### src/rtl/des_fp_out.sv
// des_fp_out: DES output stage - swaps L16/R16, applies IP^-1 and registers the plaintext.
// Defining DES_FP_BYTE_STREAM_EN replaces the parallel output with a byte-serial IDLE/SEND streamer.
module des_fp_out (
   input  logic        clk,
   input  logic        rst_n,
   input  logic        in_valid,
   output logic        in_ready,
   input  logic [1:32] left_in,
   input  logic [1:32] right_in,
`ifdef DES_FP_BYTE_STREAM_EN
   output logic        byte_valid,
   input  logic        byte_ready,
   output logic [7:0]  byte_out,
   output logic        byte_last
`else
   output logic        out_valid,
   input  logic        out_ready,
   output logic [1:64] plaintext
`endif
);
   logic [1:64] pre;
   logic [1:64] perm;
   logic        accept;
   assign pre = {right_in, left_in};
   // IP^-1 row r, column c picks pre-output bit 40/8 + 8*(c/2) - r (even/odd columns)
   for (genvar r = 0; r < 8; r++) begin : g_row
      for (genvar c = 0; c < 8; c++) begin : g_col
         assign perm[8*r+c+1] = pre[((c % 2) != 0 ? 8 : 40) + 8*(c/2) - r];
      end
   end
   assign accept = in_valid && in_ready;
`ifdef DES_FP_BYTE_STREAM_EN
   typedef enum logic {IDLE, SEND} state_t;
   state_t      state_q, state_d;
   logic [2:0]  cnt_q, cnt_d;
   logic [1:64] shreg_q, shreg_d;
   // state, byte counter and shift register
   always_ff @(posedge clk or negedge rst_n) begin
      if (!rst_n) begin
         state_q <= IDLE;
         cnt_q   <= 3'd0;
         shreg_q <= '0;
      end else begin
         state_q <= state_d;
         cnt_q   <= cnt_d;
         shreg_q <= shreg_d;
      end
   end
   // a new word reloads (even on the last-byte handshake); otherwise a taken byte shifts out
   always_comb begin
      state_d = state_q;
      cnt_d   = cnt_q;
      shreg_d = shreg_q;
      if (accept) begin
         state_d = SEND;
         cnt_d   = 3'd0;
         shreg_d = perm;
      end else if (state_q == SEND && byte_ready) begin
         state_d = (cnt_q == 3'd7) ? IDLE : SEND;
         cnt_d   = cnt_q + 3'd1;
         shreg_d = {shreg_q[9:64], 8'h00};
      end
   end
   // byte presentation and input acceptance
   always_comb begin
      byte_valid = (state_q == SEND);
      byte_out   = shreg_q[1:8];
      byte_last  = (state_q == SEND) && (cnt_q == 3'd7);
      in_ready   = (state_q == IDLE) || ((cnt_q == 3'd7) && byte_ready);
   end
`else
   logic        out_valid_q, out_valid_d;
   logic [1:64] plaintext_q, plaintext_d;
   assign in_ready  = !out_valid_q || out_ready;
   assign out_valid = out_valid_q;
   assign plaintext = plaintext_q;
   // load on accept (wins over drain), clear valid on drain
   always_comb begin
      out_valid_d = accept ? 1'b1 : (out_ready ? 1'b0 : out_valid_q);
      plaintext_d = accept ? perm : plaintext_q;
   end
   // single-entry output register
   always_ff @(posedge clk or negedge rst_n) begin
      if (!rst_n) begin
         out_valid_q <= 1'b0;
         plaintext_q <= '0;
      end else begin
         out_valid_q <= out_valid_d;
         plaintext_q <= plaintext_d;
      end
   end
`endif
endmodule

### config.mk
export PLATFORM = sky130hd
export DESIGN_NAME = des_fp_out
export DESIGN_NICKNAME = d
export VERILOG_FILES = /design/src/rtl/des_fp_out.sv
export SDC_FILE = /design/constraint.sdc
export NUM_CORES = 1
export LEC_CHECK = 0
export ABC_AREA = 1
export CELL_PAD_IN_SITES_DETAIL_PLACEMENT = 0
export CELL_PAD_IN_SITES_GLOBAL_PLACEMENT = 1
export CORE_MARGIN = 2
export CORE_UTILIZATION = 26
export CTS_BUF_LIST = sky130_fd_sc_hd__clkbuf_4 sky130_fd_sc_hd__clkbuf_8
export DETAILED_ROUTE_END_ITERATION = 10
export GPL_ROUTABILITY_DRIVEN = 0
export PLACE_DENSITY_LB_ADDON = 0.1
export SYNTH_ARGS = -nofsm -noshare
export SYNTH_HDL_FRONTEND = slang
export SYNTH_SLANG_ARGS = --single-unit
### constraint.sdc
create_clock -name clk -period 0.9 [get_ports clk]
set_input_delay 0.225 -clock clk [delete_from_list [all_inputs] [get_ports clk]]
set_output_delay 0.225 -clock clk [all_outputs]
set_load 0.1 [all_outputs]
==> results.md <==
* Clock period minus worst slack at 1410 ps
* Maximum vdd ir drop at 1.17 mV
* Synthesized Nets at 350
* Status: complete, but fails checks
* Dpl ws at -486 ps
* Critical Path Slowest Stage Cell: dfrtp_4
* Hpwl dp at 5650 um
* Reg power frac at 30.4%
* Drt via density at 4.33
* Port Buf Inserts at 133
* Critical path endpoint category: primary output
* Pins over their slew limit at 0
* Fmax at 0.710 GHz
* Final Hold Vio Count at 0
* Core Util, Final at 54.0%
* Tightest Pin Transition at 396 ps
* CP cell instances: nand2_4 -> buf_12 -> buf_16
* Detailed Route WL at 8380 um
* Slew HR at 73.6%
* I/O Pins at 134
* Area growth syn-to-layout at 102%
* Worst reg2reg setup slack at -460 ps
* Clock sink count at 65
* Yosys cell types at 9
* Layout cells sized above 1 at 40.2%
* Crit-path max FO at 2
* Total GRT Usage at 16.4%
* Initial core utilization at 26.7%
* Largest net degree at the start of global routing at 37
* Mapped Avg Cell Area at 9.27 um^2
* Min Hold Slack at 390 ps
* Clock share of power at 21.7%
* Post-Syn Area at 2610 um^2
* Top-count cell post-synth: nand2_1
* Critical Path AT at 1180 ps
* Critical Path RT at 670 ps
* Final Cycle Share at 156%
* RR Endpoint: plaintext[54]
* Residual DRC at 0
* Cell taking the most area after synthesis: dfrtp_1
* Antenna viol nets, final at 0
* Net Switching at 0.00540 W
* Total power draw at 0.0127 W
* PD cells at 2400 nW/um^2
* Number of synthesized flops with an enable pin at 0
* Vias at 2449
* First DRT Iteration DRCs at 91
* Seq/Total Area, Yosys at 62.2%
* Yosys warns at 0
* Top cell type's share of synthesized area at 62.2%
* PnR worst setup slack at -508 ps
* DIE AREA at 10900 um^2
* Mapped Cells at 282
* Sw Share at 42.6%
* Synth cell count leaders: nand2_1, dfrtp_1, nand3_1, buf_4, buf_6
* Hold/Removal Path Class: in2async
* Maxcap violations at 0
* First-pass GRT wire length at 13900 um
* WL met1 at 3520 um
* TritonCTS buffer count at 9
* Int Power at 0.00727 W
* Clock Latency Late Sink at 340 ps
* Crit path launch type: register
* Worst Setup Path Type: reg2out
* Critical Path End: in_ready
* Rows at 36
* Worst Skew at 8.68 ps
* WL met2 at 4080 um
* Die Y-Extent at 104 um
* Crit path largest cell delay at 500 ps
* Worst setup startpoint: out_valid
* DR WL met3 at 661 um
* Core area at 9770 um^2
* Flops & latches, synth at 65
* Total congestion overflow at 0
* Worst R2R Start: out_valid
* Max layer used: met4
* Logic pwr share at 47.9%
* Vias in the first global route at 2667
* TritonRoute pass-1 iters at 4
* Nets@finish at 497
* H-Tree Depth at 3
* RSZ-0062 raised after global routing: true
* Wire per inst at 14.8 um
* CTS tree: yes
* Number of diodes at 0
* R2R depth at 6
* Initial antenna violation count at 0
* Post-route cell area at 5280 um^2
* Worst-path clk slew at 70 ps
* Longest Clk Path Bufs at 2
* # setup viols final at 131
* Area after DPL at 4860 um^2
* Die Wd at 104 um
* Clock root buffer: clkbuf_8
* Post-synth top flop: dfrtp_1
* Violations in the final reports: negative setup slack
* Synth top area cells: dfrtp_1, nand2_1, nand3_1, buf_6, buf_4
* P_leak at 2.46 nW
* Ys async rst share at 100%
==> final cells by class <==
cell class,count,area (um^2)
Timing Repair Buffer,157,2340
Clock inverter,5,80.1
Inverter,1,3.75
Tap cell,133,166
Multi-Input combinational cell,195,836
Clock buffer,10,138
Fill cell,884,4500
Sequential cell,65,1710
==> metal layers <==
metal	vias up	GRT usage [%]
met4	0	4.63
met1	1164	19.5
met2	80	27.0
met5	-	0
met3	11	7.14
li1	1194	-
==> critical path, delay by kind of cell, from the launching register on <==
family	cells	cell delay [ps]
buf+inv	2	260
flops	1	500
simple gates	1	90
==> flip-flops by register name (all words and copies together) (netlist names) <==
signal / cells
plaintext: 64
out_valid: 1
==> layout by cell type (no fill, tap or decap), drive strengths merged <==
| cell type | Yosys | final |
|---|---|---|
| nand2 | 131 | 131 |
| buf | 20 | 88 |
| clkdlybuf4s50 | 0 | 65 |
| bufinv | 0 | 2 |
| clkinvlp | 0 | 2 |
| dfrtp | 65 | 65 |
| nand3 | 64 | 64 |
| clkbuf | 1 | 10 |
| clkinv | 0 | 1 |
| dlygate4sd3 | 0 | 1 |
| bufbuf | 0 | 3 |
| inv | 1 | 1 |
==> logic make-up after synthesis <==
family | synth area share, %
flops | 62.2
buf+inv | 6.61
simple gates | 31.2
==> per-stage QoR <==
step | instances | setup TNS [ps]
2_1_floorplan | 282 | -22450
3_3_place_gp | 542 | -30150
3_5_place_dp | 542 | -30410
4_1_cts | 566 | -44100
5_1_grt | 566 | -49530
6_report | 566 | -42880
==> power groups by stage <==
stage	logic, W	registers (W)	clock network [W]
floorplan	0.000609	0.00664	0
global placement	0.00591	0.00390	0
detailed placement	0.00592	0.00391	0
CTS	0.00611	0.00385	0.00285
global route	0.00627	0.00390	0.00298
finish	0.00606	0.00385	0.00275
==> how the worst min path moves through the flow <==
stage,end,cells past startpoint
5_1_grt,plaintext[61],3
4_1_cts,plaintext[58],3
2_1_floorplan,plaintext[10],0
3_5_place_dp,plaintext[58],2
6_report,plaintext[61],3
3_3_place_gp,plaintext[58],2
==> timing repair <==
| action | 4_1_cts | 5_1_grt |
|---|---|---|
| gates resized for setup | 6 | 1 |
| pin swaps | 1 | 1 |
| buffers inserted | 4 | 0 |
| cloned | 4 | 0 |
| setup endpoints to repair | 131 | 131 |
| endpoints found under the hold margin | 65 | 0 |
| hold buffers | 1 | 0 |
Power figures use the tool's default switching activity.
